[src/rtl/pipeline_stall_flush_ctrl.sv]
// Stall/flush/halt controller for the in-order pipeline front end.
// Owns PC and IF/ID write enables, bubble injection and debug halt.
module pipeline_stall_flush_ctrl #(
    parameter int DRAIN_CYCLES = 2,
    parameter int CNT_WIDTH    = 16
) (
    input  logic                 i_clk,
    input  logic                 i_rst_n,
    input  logic                 i_load_use_stall,
    input  logic                 i_branch_taken,
    input  logic                 i_halt_req,
    input  logic                 i_resume,
    input  logic                 i_clr_counts,
    output logic                 o_pc_write,
    output logic                 o_if_id_write,
    output logic                 o_if_id_flush,
    output logic                 o_id_ex_flush,
    output logic                 o_halted,
    output logic [CNT_WIDTH-1:0] o_stall_cycles,
    output logic [CNT_WIDTH-1:0] o_flush_events
);

    typedef enum logic [1:0] {
        RUN,
        DRAIN,
        HALTED
    } state_t;

    localparam logic [3:0] DRAIN_LOAD = 4'(DRAIN_CYCLES);

    state_t     state_q, state_d;
    logic [3:0] drain_q, drain_d;
    logic       stall_inc, flush_inc;

    always_ff @(posedge i_clk or negedge i_rst_n) begin
        if (!i_rst_n) begin
            state_q <= RUN;
            drain_q <= 4'd0;
        end else begin
            state_q <= state_d;
            drain_q <= drain_d;
        end
    end

    always_comb begin
        state_d       = state_q;
        drain_d       = drain_q;
        stall_inc     = 1'b0;
        flush_inc     = 1'b0;
        o_pc_write    = 1'b0;
        o_if_id_write = 1'b0;
        o_if_id_flush = 1'b0;
        o_id_ex_flush = 1'b0;
        o_halted      = 1'b0;
        unique case (state_q)
            RUN: begin
                // branch beats stall; halt waits for a quiet cycle
                if (i_branch_taken) begin
                    o_pc_write    = 1'b1;
                    o_if_id_write = 1'b1;
                    o_if_id_flush = 1'b1;
                    o_id_ex_flush = 1'b1;
                    flush_inc     = 1'b1;
                end else if (i_load_use_stall) begin
                    o_id_ex_flush = 1'b1;
                    stall_inc     = 1'b1;
                end else if (i_halt_req) begin
                    o_id_ex_flush = 1'b1;
                    state_d       = DRAIN;
                    drain_d       = DRAIN_LOAD;
                end else begin
                    o_pc_write    = 1'b1;
                    o_if_id_write = 1'b1;
                end
            end
            DRAIN: begin
                o_id_ex_flush = 1'b1;
                drain_d       = drain_q - 4'd1;
                if (drain_q <= 4'd1) begin
                    state_d = HALTED;
                end
            end
            HALTED: begin
                o_id_ex_flush = 1'b1;
                o_halted      = 1'b1;
                if (i_resume && !i_halt_req) begin
                    state_d = RUN;
                end
            end
            default: begin
                state_d = RUN;
                drain_d = 4'd0;
            end
        endcase
        // reset forces every control output low, not just the state
        if (!i_rst_n) begin
            o_pc_write    = 1'b0;
            o_if_id_write = 1'b0;
            o_if_id_flush = 1'b0;
            o_id_ex_flush = 1'b0;
            o_halted      = 1'b0;
        end
    end

    always_ff @(posedge i_clk or negedge i_rst_n) begin
        if (!i_rst_n) begin
            o_stall_cycles <= '0;
            o_flush_events <= '0;
        end else if (i_clr_counts) begin
            o_stall_cycles <= '0;
            o_flush_events <= '0;
        end else begin
            if (stall_inc && (o_stall_cycles != '1)) begin
                o_stall_cycles <= o_stall_cycles + 1'b1;
            end
            if (flush_inc && (o_flush_events != '1)) begin
                o_flush_events <= o_flush_events + 1'b1;
            end
        end
    end

endmodule

[config.mk]
export PLATFORM = sky130hd
export DESIGN_NAME = pipeline_stall_flush_ctrl
export DESIGN_NICKNAME = d
export VERILOG_FILES = /design/src/rtl/pipeline_stall_flush_ctrl.sv
export SDC_FILE = /design/constraint.sdc
export NUM_CORES = 1
export LEC_CHECK = 0
export CORE_ASPECT_RATIO = 0.9
export CORE_MARGIN = 2
export CORE_UTILIZATION = 38
export CTS_BUF_LIST = sky130_fd_sc_hd__clkbuf_8
export CTS_CLUSTER_SIZE = 24
export DETAILED_ROUTE_END_ITERATION = 7
export SYNTH_ARGS = -nofsm -noshare
export SYNTH_HDL_FRONTEND = slang
export SYNTH_SLANG_ARGS = --single-unit
[constraint.sdc]
create_clock -name i_clk -period 3.45 [get_ports i_clk]
set_input_delay 0.69 -clock i_clk [delete_from_list [all_inputs] [get_ports i_clk]]
set_output_delay 0.69 -clock i_clk [all_outputs]
set_load 0.1 [all_outputs]
# Word-level counts from Yosys, hierarchy flattened

Index checks and enable logic that the tools add are counted.

$add $sub $neg: 3
$lt $le $gt $ge: 1
Eq/ne operators: 9
Multiplexer cells: 32
Bitwise gates (word level): 1
Reduce and logical (&&, ||, !) cells: 10

Operators by type and width:

| kind                    | number |
|---|---|
| $mux W16                | 4 |
| $add A16 B1 Y16 const B | 2 |
| $ne A16 B16 Y1 const B  | 2 |
| $mux W1                 | 17 |
| $mux W4                 | 3 |
| $pmux W4 S3             | 1 |
| $mux W2                 | 5 |
| $ne A2 B2 Y1 const B    | 5 |
| $pmux W2 S3             | 1 |
| $reduce_and A5 Y1       | 1 |
| $le A4 B1 Y1 const B    | 1 |
| $reduce_and A4 Y1       | 1 |
| $reduce_bool A2 Y1      | 2 |
| $sub A4 B1 Y4 const B   | 1 |
| $logic_and A1 B1 Y1     | 3 |
| $eq A2 B1 Y1 const B    | 1 |
| $eq A2 B2 Y1 const B    | 1 |
| $logic_not A2 Y1        | 1 |
| $pmux W1 S2             | 1 |
| $reduce_or A2 Y1        | 1 |
| $logic_not A1 Y1        | 1 |
| $not A1 Y1              | 1 |

Register bits after elaboration: 38
Input port bits: 7
Output and inout port bits: 37
Word-level logic and storage cells: 60

# Logic depth before layout (Yosys ltp)

Gate-level depths: netlist of the first run.

Depth after elaboration: 6
Depth in mapped cells: 7
Mapped depth without buffers: 6

# Worst setup path after synthesis of the first run

No wires, ideal clock.

Path kind: register -> output
From: register state_q[0]
To: output o_id_ex_flush
Arrival time: 3239 ps
Required time: 2760 ps
Setup slack: -479 ps
Cell stages (with the launch flop): 6
Buffers on the path: 1
Cell sequence: dfrtp_1 inv_1 ha_1 clkbuf_1 a21oi_1 nor3b_1

Word-level cells in the longest chain between the ends: 4
Elaborated cells between the ends (all ways): 6
Classes of those cells: eq/ne (2); mux (2); reduce/logical (2)

RTL lines:

| what                                                | line | RTL |
|---|---|---|
| start, declared                                     | 31   | `state_t state_q, state_d;` |
| start signal, assigned                              | 40   | `state_q <= state_d;` |
| $eq A2 B2 Y1 / $eq A2 B1 Y1 (equally long branches) | 55   | `unique case (state_q)` |
| $reduce_or A2 Y1 (no source line)                   | n/a  |  |
| $pmux W1 S2 (*)                                     | 55   |  |
| $mux W1 (*)                                         | 96   | `if (!i_rst_n) begin` |
| end, declared                                       | 17   | `output logic o_id_ex_flush,` |

Every way passes the cells marked *; elsewhere a longest branch is shown, timed or not.

# Final worst setup path of the first run

From: input i_branch_taken
To: output o_id_ex_flush

Word-level cells in the longest chain between the ends: 3

RTL lines:

| what            | line | RTL |
|---|---|---|
| start, declared | 10   | `input logic i_branch_taken,` |
| $mux W1         | 58   | `if (i_branch_taken) begin` |
| $pmux W1 S2     | 55   |  |
| $mux W1         | 96   |  |

No other way between the ends.

==> flow_summary.ini, run 1 <==
[min_path]
hold_class = input port to asynchronous set/reset pin

[yosys]
synth_cell_type_count = 45
synth_edf_count = 0
synth.cell_area_um2 = 2240
yosysSeqAreaShare = 0.424
synth_ff_type = dfrtp_1
synth_top_cell_by_area = dfrtp_1
syn_nets = 257
synthArstFlopShare = 1.00
ys_ff_latch = 38
synth_area_per_cell_um2 = 9.27
synth_top_area_share = 0.424
syn_inst = 242
yosys_warnings = 0
synth.area.top_cells = dfrtp_1, a21oi_1, o31ai_1, or4_1, ha_1

[clock_tree]
tritoncts = yes
cts.sinks = 38
cts_resized = 0
ctsHoldBuffers = 0
cts_inserted_buffers = 5
insertion_delay_ns = 0.28
h-tree-depth = 2
root_buffer = clkbuf_8
cts_buffer_depth = 2
cts.reportedPaths.clkPinSlew_ns = 0.08
postCtsSetupBuffers = 0

[layout]
fin_nets = 300
nFillCells = 559
seqCellArea_um2 = 951
final_cell_mix = dfrtp_1, buf_4, a21oi_1, nand2_1
antenna_cells = 0
area_growth_syn_to_layout_pct = 23.8
final_common_cell = dfrtp_1
multi_input_area_um2 = 1190
layout-drive-gt1-share = 0.210

[placed_design]
place.gp.congestion = 0.815
io_buffers = 43
dp_hpwl_um = 3830

[route]
ant_nets = 0
drt_iter0_drc = 102
route.vias.total = 2065
route.detailed.drc = 0
vias_per_cell = 5.80
drt_pass1_iterations = 4
drt-total-wl_um = 5390
wire_per_inst_um = 15.1

[setup_path]
rr_worst_depth = 6
crit_path_max_fanout = 10
crit_path_max_incr_delay_ns = 0.56
crit_arrival_ns = 2.10
worst-r2r-setup-slack_ns = 1.03
crit_chain = clkdlybuf4s50_1 > or3_1 > a21oi_1 > nor3b_2 > buf_12
crit_family = buffers and inverters
worst-path-buf-inv = 2
critPathLaunchType = input port
endpoint_kind = output port
worstSetupPathType = input port to output port
rr_endpoint = o_stall_cycles[9]$_DFFE_PN0P_
cp_data_required_time_ns = 2.76
crit_slowest_cell = clkdlybuf4s50_1
r2r-start = state_q[1]$_DFFE_PN0P_

[sta]
setup_violations = 0
fmax_ghz = 0.359
finalCritPeriodShare = 0.808
max-slew-margin-rel = 0.356
finalHoldViolations = 0
tns_ns = 0
worst_pin_slew_ns = 0.962
worst_hold_slack_ns = 0.265
fin_worst_skew_ns = 0.00699
min_period_ns = 2.79
final-max-slew-violation-count = 0
rsz0062_at_grt = false

[run_status]
status = completed

[power]
leakage_nw = 1.18
vdd_drop_max_mv = 0.416
p_per_area_nw_per_um2 = 499

[grt]
track_usage = 0.166
grt.overflow.total = 0
grt_pass1_wl_um = 8910
grt_pass1_vias = 1850
grt_max_degree = 33
antenna_found_initial = 0

[run]
maxCapViolCount = 0

[floorplan]
die-area_um2 = 6530
num_rows = 26
core-area_um2 = 5690
start_util = 0.394
die_w_um = 85.0
io_pins = 44
die_h_um = 76.9
==> per-stage QoR <==
step            util  setup slack (ns)  std cells  cell area (um^2)  power (mW)
6_report       0.488             0.661        356              2780        1.39
5_1_grt        0.488             0.574        356              2780        1.48
4_1_cts        0.488             0.668        356              2780        1.41
3_5_place_dp   0.472             0.657        348              2690        1.09
3_3_place_gp   0.472             0.672        348              2690        1.08
2_1_floorplan      -             0.496        242              2250       0.940
==> where the power goes <==
| group | leakage [nW] | total, mW | switching, mW | internal (mW) |
|---|---|---|---|---|
| combinational | 0.609 | 0.552 | 0.355 | 0.197 |
| clock | 0.0524 | 0.312 | 0.153 | 0.158 |
| sequential | 0.523 | 0.522 | 0.0376 | 0.484 |
==> cells by family after synthesis <==
kind of cell               share of synthesized area
and+or+nand+nor                                0.262
AOI/OAI and AO/OA                              0.192
muxes                                         0.0290
buffers and inverters                         0.0486
adders and majority gates                     0.0446
DFF                                            0.424
==> layout make-up <==
type,instances,share of cell area
multi-input cells,182,0.428
flip-flops and latches,38,0.342
repair buffers,47,0.151
well taps,70,0.0315
clock buffers,6,0.0297
inverters,11,0.0149
clock inverters,2,0.00315
==> state kept, by name, indices dropped and copies added (netlist names) <==
register	cells
state_q	2
o_stall_cycles	16
o_flush_events	16
drain_q	4
==> worst register-to-register path, cell delays in order, from the launching register on <==
cell     delay (ns)
dfrtp_1        0.40
inv_1          0.11
ha_1           0.44
and3b_1        0.42
nand4_1        0.31
or4_1          0.54
a21oi_1        0.15
==> metal layers <==
| metal | GRT usage | wire length (um) |
|---|---|---|
| met1 | 0.245 | 2730 |
| met3 | 0.0344 | 212 |
| met2 | 0.251 | 2420 |
| met5 | 0 | 0 |
| met4 | 0.0381 | 27 |
==> Yosys cell counts (2+ instances only) <==
library cell,instances
dfrtp_1,38
a21oi_1,25
nand2_1,16
o31ai_1,15
or4_1,15
o21ai_0,13
inv_1,11
nand3_1,10
nor2_1,10
nand4_1,9
or3_1,9
ha_1,8
buf_2,4
mux2_2,4
nor2b_1,4
nor3_1,4
nor4_1,4
and3_1,3
clkbuf_1,3
nand2b_1,3
a211oi_1,2
and2_1,2
dlygate4sd1_1,2
mux2i_1,2
nand4_2,2
nor3b_1,2
o211a_1,2
or2_2,2
or3_2,2
==> worst max-delay path by stage <==
stage	startpoint	endpoint	cells after the start
after detailed placement	i_branch_taken	o_stall_cycles[9]$_DFFE_PN0P_	5
after global routing	i_branch_taken	o_id_ex_flush	5
final	i_branch_taken	o_id_ex_flush	5
after global placement	i_branch_taken	o_id_ex_flush	5
after CTS	i_branch_taken	o_id_ex_flush	5
after floorplan	state_q[0]$_DFFE_PN0P_	o_id_ex_flush	5
Power figures use the tool's default switching activity.
==> run 2, diff against run 1 <==
Clock period 3.45 ns to 2.9 ns, I/O delays scaled along.
==> flow_summary.ini, run 2 (synthesis gave the netlist of run 1 again) <==
[placed_design]
dp_hpwl_um = 3920
place.gp.congestion = 0.836
io_buffers = 43
place_area_um2 = 2710

[clock_tree]
cts.sinks = 38
tritoncts = yes
h-tree-depth = 2
insertion_delay_ns = 0.29
postCtsSetupBuffers = 0
cts_inserted_buffers = 5
cts_resized = 0
ctsHoldBuffers = 0
cts.reportedPaths.clkPinSlew_ns = 0.08
root_buffer = clkbuf_8
cts_buffer_depth = 2

[route]
wire_per_inst_um = 14.8
drt_pass1_iterations = 4
drt-total-wl_um = 5310
route.detailed.drc = 0
drt_iter0_drc = 93
route.vias.total = 2051
vias_per_cell = 5.73
ant_nets = 0

[grt]
antenna_found_initial = 0
grt_pass1_vias = 1937
track_usage = 0.171
grt.overflow.total = 0
grt_pass1_wl_um = 9240
grt_max_degree = 27

[power]
vdd_drop_max_mv = 0.507
leakage_nw = 1.22
p_per_area_nw_per_um2 = 652

[sta]
setup_violations = 0
final-max-slew-violation-count = 0
max-slew-margin-rel = 0.477
fmax_ghz = 0.387
min_period_ns = 2.59
finalCritPeriodShare = 0.892
tns_ns = 0
worst_pin_slew_ns = 0.784
rsz0062_at_grt = false
fin_worst_skew_ns = 0.00589
finalHoldViolations = 0
worst_hold_slack_ns = 0.194

[run]
maxCapViolCount = 0

[layout]
area_growth_syn_to_layout_pct = 27.1
antenna_cells = 0
reg.largest.list = o_flush_events: 16 flops, o_stall_cycles: 16 flops, drain_q: 4 flops
fin_nets = 302
final_cell_mix = dfrtp_1, buf_4, a21oi_1, nand2_1
layout-drive-gt1-share = 0.226
nFillCells = 560
design_area_um2 = 2850

[setup_path]
endpoint_kind = output port
critPathLaunchType = input port
crit_chain = clkdlybuf4s50_1 > or3_1 > a21oi_1 > nor3b_2 > buf_12
cp_data_required_time_ns = 2.32
crit_family = buffers and inverters
crit_path_max_incr_delay_ns = 0.57
cp.depth = 5
worstSetupPathType = input port to output port
crit_path_max_fanout = 10
rr_worst_depth = 6
worst-path-buf-inv = 2
crit_slowest_cell = clkdlybuf4s50_1
crit_arrival_ns = 2.01

[min_path]
hold_class = input port to asynchronous set/reset pin

[floorplan]
start_util = 0.394
num_rows = 26
die_w_um = 85.0
core-area_um2 = 5690
die-area_um2 = 6530
die_h_um = 76.9
io_pins = 44

[run_status]
status = completed
-- run 2: worst paths after layout --
path	slack, ns	endpoint	startpoint
worst max register to register	0.46	o_stall_cycles[9]$_DFFE_PN0P_	state_q[1]$_DFFE_PN0P_
max in group asynchronous	2.04	o_stall_cycles[11]$_DFFE_PN0P_	i_rst_n
min in group i_clk	0.54	drain_q[3]$_DFFE_PN0P_	drain_q[3]$_DFFE_PN0P_
worst min-delay path	0.19	drain_q[3]$_DFFE_PN0P_	i_rst_n
worst min register to register	0.54	drain_q[3]$_DFFE_PN0P_	drain_q[3]$_DFFE_PN0P_
worst max-delay path	0.31	o_id_ex_flush	i_branch_taken
-- run 2: worst register-to-register path, stage by stage (launching register included) --
cell and delay, ns:
dfrtp_1 0.40, inv_1 0.11, ha_1 0.44, and3b_1 0.41, nand4_1 0.33, or4_1 0.55, a21oi_1 0.14
-- run 2: layer usage --
metal / global-route usage / routed length, um
met5: 0 / 0
met4: 0.0476 / 50
met3: 0.0312 / 242
met2: 0.264 / 2430
met1: 0.243 / 2590
-- run 2: power breakdown --
group          switching [mW]  leakage (nW)  internal (mW)
clock network           0.199        0.0714          0.367
registers              0.0452         0.523          0.576
logic                   0.430         0.625          0.242
total                   0.674          1.22           1.18
-- run 2: cell type report --
type | count | area, um^2 | share of cell area
multi-input cells | 182 | 1190 | 0.417
clock inverters | 2 | 60.1 | 0.0211
clock buffers | 6 | 82.6 | 0.0290
flip-flops and latches | 38 | 951 | 0.334
well taps | 70 | 87.6 | 0.0307
inverters | 11 | 41.3 | 0.0145
repair buffers | 49 | 440 | 0.155
-- run 2: metrics by stage --
| step | total power [mW] | utilization | worst slack (ns) | instances |
|---|---|---|---|---|
| after floorplan | 1.12 | - | 0.0559 | 242 |
| after global placement | 1.30 | 0.476 | 0.271 | 350 |
| after detailed placement | 1.31 | 0.476 | 0.215 | 350 |
| after CTS | 1.88 | 0.501 | 0.312 | 358 |
| after global routing | 1.96 | 0.501 | 0.196 | 358 |
| final | 1.86 | 0.501 | 0.314 | 358 |
==> run 3, diff against run 2 <==
Settings changed: CORE_MARGIN 2 to not set.
Clock period 2.9 ns to 2.6 ns, I/O delays scaled along.
==> flow_summary.ini, run 3 (synthesis gave the netlist of run 1 again) <==
[setup_path]
crit_arrival_ns = 1.90
critPathLaunchType = input port
worstSetupPathType = input port to output port
cp_data_required_time_ns = 2.08
crit_path_max_fanout = 7
endpoint_kind = output port

[layout]
area_growth_syn_to_layout_pct = 27.2
antenna_cells = 0
reg.largest.list = o_flush_events: 16 flops, o_stall_cycles: 16 flops, drain_q: 4 flops
layout-drive-gt1-share = 0.240
design_area_um2 = 2850
final_common_cell = buf_4
fin_nets = 306
utilization = 0.501
nFillCells = 544
final_cell_mix = buf_4, dfrtp_1, a21oi_1, nand2_1

[power]
p_seq_frac = 0.347
pwr-share-comb = 0.398
p_per_area_nw_per_um2 = 696
switchingPower_mw = 0.759
power_frac_clock = 0.255
fin_total_pwr_mw = 1.99
switching_share = 0.382
vdd_drop_max_mv = 0.461
internal_power_mw = 1.23
leakage_nw = 1.22

[sta]
min_period_ns = 2.42
final-max-slew-violation-count = 0
finalCritPeriodShare = 0.929
tns_ns = 0
worst_hold_slack_ns = 0.103
fin_worst_skew_ns = 0.00700
worst_pin_slew_ns = 0.736
setup_violations = 0
max-slew-margin-rel = 0.509
finalHoldViolations = 0
rsz0062_at_grt = false
fmax_ghz = 0.414

[route]
drt_pass1_iterations = 4
drt-total-wl_um = 5440
route.vias.total = 2026
vias_per_cell = 5.60
ant_nets = 0
route.detailed.drc = 0
drt_iter0_drc = 121
wire_per_inst_um = 15.0

[clock_tree]
cts.sinks = 38
cts_inserted_buffers = 5
cts_buffer_depth = 2
root_buffer = clkbuf_8
insertion_delay_ns = 0.30
cts.reportedPaths.clkPinSlew_ns = 0.08
cts_resized = 0
h-tree-depth = 2
ctsHoldBuffers = 0
tritoncts = yes
postCtsSetupBuffers = 0

[placed_design]
place.gp.congestion = 0.742
dp_hpwl_um = 3890
place_area_um2 = 2740
io_buffers = 43

[floorplan]
die_w_um = 83.0
num_rows = 26
io_pins = 44
start_util = 0.394
die-area_um2 = 6210
core-area_um2 = 5690
die_h_um = 74.9

[min_path]
hold_class = input port to asynchronous set/reset pin

[run_status]
status = completed

[run]
maxCapViolCount = 0

[grt]
grt_pass1_wl_um = 9140
track_usage = 0.184
grt.overflow.total = 0
grt_max_degree = 29
antenna_found_initial = 0
grt_pass1_vias = 1868
[run 3: changes by cell type in the layout (fill, tap and decap cells not counted)]
| cell | previous run | this run |
|---|---|---|
| buf_4 | 38 | 42 |
| bufinv_16 | 2 | 1 |
| clkbuf_8 | 6 | 5 |
| clkinv_2 | 0 | 2 |
| nor3b_2 | 1 | 0 |
| nor3b_4 | 0 | 1 |
| o211a_1 | 2 | 1 |
| o211a_2 | 0 | 1 |
[run 3: cell type report]
class,count,area [um^2],area share
Clock buffer,5,68.8,0.0241
Clock inverter,3,40.0,0.0140
Inverter,11,41.3,0.0145
Multi-Input combinational cell,182,1190,0.418
Sequential cell,38,951,0.333
Tap cell,70,87.6,0.0307
Timing Repair Buffer,53,470,0.165
[run 3: per-layer routing]
layer	wire, um	up-vias	track usage
met5	0	-	0
met4	67	0	0.0575
met3	195	7	0.0406
met2	2470	36	0.292
met1	2710	963	0.255
li1	-	1020	-
[run 3: through the flow]
step           cells  setup WS [ns]
6_report         362          0.184
3_5_place_dp     354          0.184
3_3_place_gp     354          0.186
4_1_cts          362          0.182
5_1_grt          362          0.111
2_1_floorplan    242          0.137
[run 3: worst max-delay path: stages]
cell,delay (ns)
clkdlybuf4s50_1,0.49
or3_1,0.39
a21oi_1,0.24
nor3b_4,0.08
buf_12,0.17
[run 3: path summary, 6_finish.rpt]
kind	endpoint	cells after the start	start	slack, ns
worst min-delay path	o_flush_events[2]$_DFFE_PN0P_	1	i_rst_n	0.10
max in group asynchronous	o_stall_cycles[14]$_DFFE_PN0P_	2	i_rst_n	1.81
worst min register to register	drain_q[3]$_DFFE_PN0P_	2	drain_q[3]$_DFFE_PN0P_	0.55
worst max-delay path	o_id_ex_flush	5	i_branch_taken	0.18
worst max register to register	o_stall_cycles[13]$_DFFE_PN0P_	5	o_stall_cycles[0]$_DFFE_PN0P_	0.55
min in group i_clk	drain_q[3]$_DFFE_PN0P_	2	drain_q[3]$_DFFE_PN0P_	0.55
[run 3: power by group through the flow]
stage          Combinational [mW]  Clock, mW  Sequential, mW
4_1_cts                     0.798      0.515           0.689
5_1_grt                     0.852      0.538           0.697
6_report                    0.791      0.506           0.689
2_1_floorplan               0.502          0           0.758
3_5_place_dp                0.794          0           0.701
3_3_place_gp                0.791          0           0.698
